==> src/rtl/warmboot_ctrl_if.sv <==
// Signal bundle between a boot requester and warmboot_ctrl.
// The master side drives the request inputs and the slave side (the
// controller) drives the SB_WARMBOOT pins and the status outputs.
interface warmboot_ctrl_if;
  logic       REQ;
  logic [1:0] SEL;
  logic       CANCEL;
  logic       WB_BOOT;
  logic       WB_S1;
  logic       WB_S0;
  logic       WARN;
  logic       BUSY;
  logic [1:0] STATE;

  modport master (
    output REQ, SEL, CANCEL,
    input  WB_BOOT, WB_S1, WB_S0, WARN, BUSY, STATE
  );

  modport slave (
    input  REQ, SEL, CANCEL,
    output WB_BOOT, WB_S1, WB_S0, WARN, BUSY, STATE
  );
endinterface

==> src/rtl/warmboot_ctrl.sv <==
// warmboot_ctrl: arms and fires the iCE40 SB_WARMBOOT primitive.
// A user request is debounced, the image select is latched, and a
// cancellable countdown with a blinking WARN runs before BOOT asserts.
// BOOT stays high until reset so the primitive sees a clean level.
// Optional macro WARMBOOT_CTRL_SYNC_EN adds 2-flop synchronizers on REQ
// and CANCEL, which adds 2 cycles to every latency; SEL must be static.
module warmboot_ctrl #(
  parameter int DEBOUNCE_CYCLES = 120000,
  parameter int WARN_CYCLES     = 12000000,
  parameter int BLINK_LOG2      = 20
) (
  input  logic            CLK,
  input  logic            RST_N,
  warmboot_ctrl_if.slave  bus
);

  localparam int MAX_CYCLES = (DEBOUNCE_CYCLES > WARN_CYCLES) ? DEBOUNCE_CYCLES : WARN_CYCLES;
  localparam int CNT_W      = $clog2(MAX_CYCLES + 1);

  localparam logic [CNT_W-1:0] DEB_LAST  = CNT_W'(DEBOUNCE_CYCLES - 1);
  localparam logic [CNT_W-1:0] WARN_LAST = CNT_W'(WARN_CYCLES - 1);
  localparam logic [CNT_W-1:0] CNT_ONE   = CNT_W'(1);

  typedef enum logic [1:0] {
    IDLE      = 2'd0,
    DEBOUNCE  = 2'd1,
    COUNTDOWN = 2'd2,
    FIRE      = 2'd3
  } state_t;

  state_t           state, state_next;
  logic [CNT_W-1:0] cnt, cnt_next;
  logic [1:0]       sel_q, sel_next;
  logic             boot_q, warn_q, busy_q;
  logic [1:0]       s_q;
  logic             req_s, cancel_s;

`ifdef WARMBOOT_CTRL_SYNC_EN
  logic [1:0] req_sync, cancel_sync;

  // Bring asynchronous REQ and CANCEL into the CLK domain
  always_ff @(posedge CLK or negedge RST_N) begin
    if (!RST_N) begin
      req_sync    <= 2'b00;
      cancel_sync <= 2'b00;
    end else begin
      req_sync    <= {req_sync[0], bus.REQ};
      cancel_sync <= {cancel_sync[0], bus.CANCEL};
    end
  end

  assign req_s    = req_sync[1];
  assign cancel_s = cancel_sync[1];
`else
  assign req_s    = bus.REQ;
  assign cancel_s = bus.CANCEL;
`endif

  // Next-state logic; the shared counter restarts from zero on every state change
  always_comb begin
    state_next = state;
    cnt_next   = cnt;
    sel_next   = sel_q;
    unique case (state)
      IDLE: begin
        if (req_s) begin
          state_next = DEBOUNCE;
          cnt_next   = '0;
        end
      end
      DEBOUNCE: begin
        if (!req_s) begin
          state_next = IDLE;
          cnt_next   = '0;
        end else if (cnt == DEB_LAST) begin
          state_next = COUNTDOWN;
          cnt_next   = '0;
          sel_next   = bus.SEL;
        end else begin
          cnt_next = cnt + CNT_ONE;
        end
      end
      COUNTDOWN: begin
        if (cancel_s) begin
          state_next = IDLE;
          cnt_next   = '0;
        end else if (cnt == WARN_LAST) begin
          state_next = FIRE;
          cnt_next   = '0;
        end else begin
          cnt_next = cnt + CNT_ONE;
        end
      end
      FIRE: begin
        state_next = FIRE;
      end
      default: begin
        state_next = IDLE;
        cnt_next   = '0;
      end
    endcase
  end

  // State, counter, latched select and registered outputs
  always_ff @(posedge CLK or negedge RST_N) begin
    if (!RST_N) begin
      state  <= IDLE;
      cnt    <= '0;
      sel_q  <= 2'b00;
      s_q    <= 2'b00;
      boot_q <= 1'b0;
      warn_q <= 1'b0;
      busy_q <= 1'b0;
    end else begin
      state  <= state_next;
      cnt    <= cnt_next;
      sel_q  <= sel_next;
      s_q    <= sel_q;
      boot_q <= (state_next == FIRE);
      warn_q <= (state_next == COUNTDOWN) ? cnt_next[BLINK_LOG2] : 1'b0;
      busy_q <= (state_next != IDLE);
    end
  end

  assign bus.STATE   = state;
  assign bus.BUSY    = busy_q;
  assign bus.WB_BOOT = boot_q;
  assign bus.WB_S1   = s_q[1];
  assign bus.WB_S0   = s_q[0];
  assign bus.WARN    = warn_q;

endmodule

==> src/flat_wrapper.sv <==
// flat-port wrapper written by rule: the top's interface ports become plain ports
module warmboot_ctrl_flat 
#(
  parameter int DEBOUNCE_CYCLES = 120000,
  parameter int WARN_CYCLES     = 12000000,
  parameter int BLINK_LOG2      = 20
)
  (CLK, RST_N, bus_REQ, bus_SEL, bus_CANCEL, bus_WB_BOOT, bus_WB_S1, bus_WB_S0, bus_WARN, bus_BUSY, bus_STATE);
  warmboot_ctrl_if bus_i ();
  input  logic CLK;
  input  logic RST_N;
  input wire logic [$bits(bus_i.REQ)-1:0] bus_REQ;
  input wire logic [$bits(bus_i.SEL)-1:0] bus_SEL;
  input wire logic [$bits(bus_i.CANCEL)-1:0] bus_CANCEL;
  output wire logic [$bits(bus_i.WB_BOOT)-1:0] bus_WB_BOOT;
  output wire logic [$bits(bus_i.WB_S1)-1:0] bus_WB_S1;
  output wire logic [$bits(bus_i.WB_S0)-1:0] bus_WB_S0;
  output wire logic [$bits(bus_i.WARN)-1:0] bus_WARN;
  output wire logic [$bits(bus_i.BUSY)-1:0] bus_BUSY;
  output wire logic [$bits(bus_i.STATE)-1:0] bus_STATE;
  assign bus_i.REQ = bus_REQ;
  assign bus_i.SEL = bus_SEL;
  assign bus_i.CANCEL = bus_CANCEL;
  assign bus_WB_BOOT = bus_i.WB_BOOT;
  assign bus_WB_S1 = bus_i.WB_S1;
  assign bus_WB_S0 = bus_i.WB_S0;
  assign bus_WARN = bus_i.WARN;
  assign bus_BUSY = bus_i.BUSY;
  assign bus_STATE = bus_i.STATE;
  warmboot_ctrl #(.DEBOUNCE_CYCLES(DEBOUNCE_CYCLES), .WARN_CYCLES(WARN_CYCLES), .BLINK_LOG2(BLINK_LOG2)) u_core (.CLK(CLK), .RST_N(RST_N), .bus(bus_i));
endmodule
==> config.mk <==
export PLATFORM = sky130hd
export DESIGN_NAME = warmboot_ctrl_flat
export DESIGN_NICKNAME = d
export VERILOG_FILES = /design/src/rtl/warmboot_ctrl_if.sv /design/src/rtl/warmboot_ctrl.sv /design/src/flat_wrapper.sv
export SDC_FILE = /design/constraint.sdc
export NUM_CORES = 1
export LEC_CHECK = 0
export BUFFER_PORTS_ARGS = -buffer_cell sky130_fd_sc_hd__buf_2
export CORE_MARGIN = 5
export CORE_UTILIZATION = 45
export DETAILED_ROUTE_END_ITERATION = 8
export GPL_TIMING_DRIVEN = 1
export SYNTH_ARGS = -nofsm -noshare
export SYNTH_HDL_FRONTEND = slang
export SYNTH_SLANG_ARGS = --single-unit
==> constraint.sdc <==
create_clock -name CLK -period 2.7 [get_ports CLK]
set_clock_uncertainty 0.1 [all_clocks]
set_input_delay 0.135 -clock CLK [delete_from_list [all_inputs] [get_ports CLK]]
set_output_delay 0.135 -clock CLK [all_outputs]
set_load 0.02 [all_outputs]
[After elaboration in Yosys (flattened, before gate mapping)]
Index checks and enable logic that the tools add are counted.
Storage, ports and cells
  register bits: 33
  input port bits: 6
  output and inout bits: 7
  logic and storage cells: 35
Operators by class
  add/subtract/negate cells: 1
  equality and inequality tests: 8
  muxes and demuxes: 13
  reduce and logical (&&, ||, !) cells: 5
Operator list (count)
  24-bit 2-to-1 mux: 5
  24-bit one-hot mux with 3 select lines: 1
  24-bit by 1-bit adder with 24-bit output, second input constant: 1
  24-bit by 17-bit == test with 1-bit output, second input constant: 1
  24-bit == test, second input constant: 1
  2-bit 2-to-1 mux: 5
  2-bit == test, second input constant: 4
  2-bit one-hot mux with 4 select lines: 1
  3-bit AND reduction: 1
  3-bit nonzero test: 1
  2-bit by 1-bit == test with 1-bit output, second input constant: 1
  2-bit zero test: 1
  2-bit inequality test, second input constant: 1
  2-bit AND reduction: 1
  2-bit nonzero test: 1
  1-bit 2-to-1 mux: 1

[Logic depth before layout (Yosys ltp)]
  word-level depth: 6
  mapped depth: 7
  gate-level depth less buffers: 6

[Least setup slack after synthesis]
No wires, ideal clock.
  path type: register to register
  start point: register u_core.cnt[0]
  end point: register u_core.warn_q (netlist: u_core.bus.WARN)
  library setup time: 0.119 ns
  arrival time: 1.869 ns
  required time: 2.481 ns
  slack: 0.612 ns
  stages on the path, launching flop included: 7
  path buffers: 0
  clock period less this slack: 2.088 ns
  path through: dfrtp_1 ha_1 nand3_2 or4_4 or3_1 xnor2_1 and2_1
Between the ends
  cells in the longest elaborated chain, start to end: 6
  elaborated cells between the ends (all ways): 15
  classes of those cells: add/sub (1); eq/ne (3); mux (11)
Ends and longest elaborated chain
  start: declaration: RTL line warmboot_ctrl.sv:32  | logic [CNT_W-1:0] cnt, cnt_next;
  start signal: assignment: RTL line warmboot_ctrl.sv:116  | cnt <= cnt_next;
  branches (longest 5 deep; another with 24-bit by 1-bit adder with 24-bit output)
  1-bit 2-to-1 mux *: RTL line warmboot_ctrl.sv:120  | warn_q <= (state_next == COUNTDOWN) ? cnt_next[BLINK_LOG2] : 1'b0;
  end signal: assignment: RTL line warmboot_ctrl.sv:120
  end: declaration: RTL line warmboot_ctrl.sv:34  | logic boot_q, warn_q, busy_q;
Every way passes the cells marked *.
A chain may end at the register's enable or synchronous reset.

[Worst setup path after layout]
  start point: register u_core.cnt[6]
  end point: register u_core.sel_q[1]
Between the ends
  cells in the longest elaborated chain, start to end: 2
Ends and longest elaborated chain
  24-bit by 17-bit == test with 1-bit output: RTL line warmboot_ctrl.sv:75  | end else if (cnt == DEB_LAST) begin
  3-bit AND reduction (no line)
  end signal: assignment: RTL line warmboot_ctrl.sv:117  | sel_q <= sel_next;
  end: declaration: RTL line warmboot_ctrl.sv:33  | logic [1:0] sel_q, sel_next;
Every way passes these cells.

==> impl_results.md <==
- Outcome: complete, no violations
- Largest net degree at the start of global routing: 34
- Register area: 825.8 sq um
- I/O pin count: 13
- Actual transition at the worst max-transition pin: 0.7368 ns
- Count of placed standard cells in the final layout, fillers left out: 275
- Routed Wire Length: 4.358 mm
- Highest attainable clock frequency: 438.4 MHz
- Clock Sink Count: 33
- Via count: 1613
- Synth top area cells: sky130_fd_sc_hd__dfrtp_1, sky130_fd_sc_hd__nand2_1, sky130_fd_sc_hd__nand3_1, sky130_fd_sc_hd__a21oi_1, sky130_fd_sc_hd__xnor2_1
- Hold crit path type: in2reg
- Total Neg Setup Slack: 0 ns
- WL/cell: 15.85 um
- Required time at the worst-slack endpoint: 2.77 ns
- Area taken by multi-input logic gates: 970.9 sq um
- Worst-path fanout max: 5
- Post-detailed-route DRC marker count: 0
- Post-synthesis to final-layout area growth: 12.73%
- Fraction of layout instances using a drive strength above 1: 14.67%
- Post-CTS Hold Fix Bufs: 4
- Library cell with the largest summed area after synthesis: sky130_fd_sc_hd__dfrtp_1
- GRT Total Usage: 18.02%
- Area of the mapped netlist: 1868 sq um
- Clock power frac: 38.3%
- # port buffers: 12
- Remaining antenna violation count: 0
- Die Span Y: 74.43 um
- Total net switching power: 236.7 uW
- Post-synth top area share: 44.21%
- Gate count of the mapped netlist: 207
- Total of fill cells in the finished design: 363
- Sequential fraction of the synthesis area: 44.21%
- CTS tree: done
- Fin crit period: 2.281 ns
- Initial Utilization: 46.70%
- Global route overflow: 0
- Total of endpoints with negative setup slack in the final report: 0
- Synthesized area per cell: 9.024 sq um
- Setup repair after global routing missed its margin: no
- Cell Rows: 23
- Post-CTS Resized: 0
- Num CTS Buffers: 5
- Worst-Skew Late Latency: 0.28 ns
- Critical path startpoint category: flop
- Core region area: 4000 sq um
- Internal power summed over all cells: 742.5 uW
- Post-CTS setup buffer count: 0
- Headroom to the max-slew limit: 50.88%
- Antenna cells: 0
- Max-cap violation count: 0
- Final hold violation count: 0
- Detail Placement HPWL: 3.181 mm
- Final Slew Violations: 0
- Worst EP arrival: 2.35 ns
- Peak supply drop: 0.2994 mV
- Clock tree root buffer cell: sky130_fd_sc_hd__clkbuf_8
- Total number of nets in the final design: 232
- Power consumption: 979.2 uW
- Wire length of the first global-routing pass: 7.521 mm
- Ys Warns: 0
- Power density over the cells: 465.0 nW/um^2
- Instance count after placement with tap cells included: 264
- Critical path class: reg2reg
- Final RePlAce weighted congestion: 0.8604
- Fraction of power consumed by combinational cells: 8.1%
- Share of the clock period used by the worst path: 84.48%
- Nature of the critical path endpoint: flop
- Iter 0 DRT Violations: 124
- Leading cell type in the layout, fill and taps excluded: sky130_fd_sc_hd__dfrtp_1
- Commonest cells after routing, fill and taps aside: sky130_fd_sc_hd__dfrtp_1, sky130_fd_sc_hd__nand2_1, sky130_fd_sc_hd__nor2_1, sky130_fd_sc_hd__nand3_1, sky130_fd_sc_hd__a21oi_1
- Initial antenna violation count: 0
- H-tree depth: 2
- Worst-case clock buffer depth: 2
- Clock transition time at the flip-flop clock pins of the worst setup and hold paths: 0.06 ns
- Die Span X: 74.43 um
- Share of total power consumed by net switching: 24.17%
- Relative contribution of sequential cells to total power: 53.6%
- Netlist cell types: 50
- Syn nets: 214
- Via count of the first global-routing pass: 1549
- Die area: 5540 sq um
- Number of search-and-repair iterations in the first detailed-routing pass: 4
- Static power due to leakage: 0.0008788 uW
- DR vias/cell: 5.865
- Number of storage elements in the synthesis netlist: 33
[state kept, by name, summed over array words and instances (netlist names)]
signal and cells:
u_core.cnt 24, u_core.bus.STATE 2, u_core.s_q 2, u_core.sel_q 2
u_core.bus.BUSY 1, u_core.bus.WARN 1, u_core.bus.WB_BOOT 1
[layout make-up]
type,instances,area share [%]
clock buffer,7,4.100
multi-input combinational,158,46.11
timing repair buffer,21,6.536
tap,50,2.971
inverter,6,1.070
sequential,33,39.22
[worst max-delay path: stages, from the launching register on]
cell	delay, ns
sky130_fd_sc_hd__dfrtp_1	0.43
sky130_fd_sc_hd__or4_1	0.56
sky130_fd_sc_hd__nor3_1	0.36
sky130_fd_sc_hd__nand2_1	0.16
sky130_fd_sc_hd__nor2_2	0.21
sky130_fd_sc_hd__mux2_2	0.35
[final timing paths]
kind                            startpoint               to  slack (ns)  cells after the start
max                          u_core.cnt[6]  u_core.sel_q[1]        0.42                      5
min                                bus_REQ  u_core.bus.BUSY        0.11                      3
max reg2reg                  u_core.cnt[6]  u_core.sel_q[1]        0.42                      5
min reg2reg                u_core.sel_q[0]    u_core.s_q[0]        0.28                      0
max in group asynchronous            RST_N    u_core.cnt[6]        1.68                      2
min in group asynchronous            RST_N  u_core.bus.WARN        0.35                      2
[stage by stage]
step	area, sq um	worst slack (ns)	hold slack [ns]	utilization [%]
after floorplan	1868	0.6125	-0.2606	-
after CTS	2106	0.4111	0.1076	52.64
after detailed placement	1979	0.4290	0.1484	49.48
after global routing	2106	0.2493	0.1463	52.64
after global placement	1979	0.4722	0.1238	49.48
final	2106	0.4189	0.1143	52.64
[layer usage]
| metal | global-route usage (%) | part of all wire, % |
|---|---|---|
| met1 | 22.82 | 44 |
| met2 | 29.95 | 51 |
| met3 | 4.054 | 3.9 |
| met4 | 6.917 | 1.6 |
| met5 | 0 | 0 |
[cells in the mapped netlist (all sizes together)]
| library cell | instances |
|---|---|
| nor2b | 2 |
| mux2i | 1 |
| xnor2 | 7 |
| or4bb | 1 |
| nand4 | 7 |
| buf | 7 |
| and4 | 2 |
| a21oi | 14 |
| or2 | 1 |
| a21boi | 1 |
| nor4 | 3 |
| nand2 | 25 |
| nand3b | 1 |
| inv | 6 |
| nand4bb | 1 |
| or3 | 2 |
| a22oi | 1 |
| mux2 | 2 |
| nand2b | 3 |
| or4 | 3 |
| a21o | 1 |
| a31oi | 3 |
| clkbuf | 3 |
| o21ai | 9 |
| o211ai | 3 |
| o21a | 3 |
| dfrtp | 33 |
| xor2 | 6 |
| o21bai | 1 |
| o22ai | 3 |
| nand4b | 1 |
| nand3 | 16 |
| nor3 | 8 |
| o221ai | 2 |
| and3 | 3 |
| or4b | 1 |
| nor2 | 16 |
| ha | 1 |
| and2 | 3 |
| o22a | 1 |
[power by group through the flow]
stage | sequential [uW] | combinational, uW | clock, uW
global route | 527 | 92.1 | 414
floorplan | 533 | 45.4 | 0
global placement | 533 | 73.8 | 0
CTS | 525 | 81.0 | 388
detailed placement | 534 | 76.2 | 0
finish | 525 | 79.6 | 375
[cell families after synthesis]
kind of cell    count (synthesis)  synth area share, %
mux                             3                1.741
compound gates                 42                14.13
simple gates                   99                29.34
flops                          33                44.21
buf+inv                        16                3.818
xor+xnor                       13                6.095
fa+ha+maj                       1               0.6697
Power figures use the tool's default switching activity.
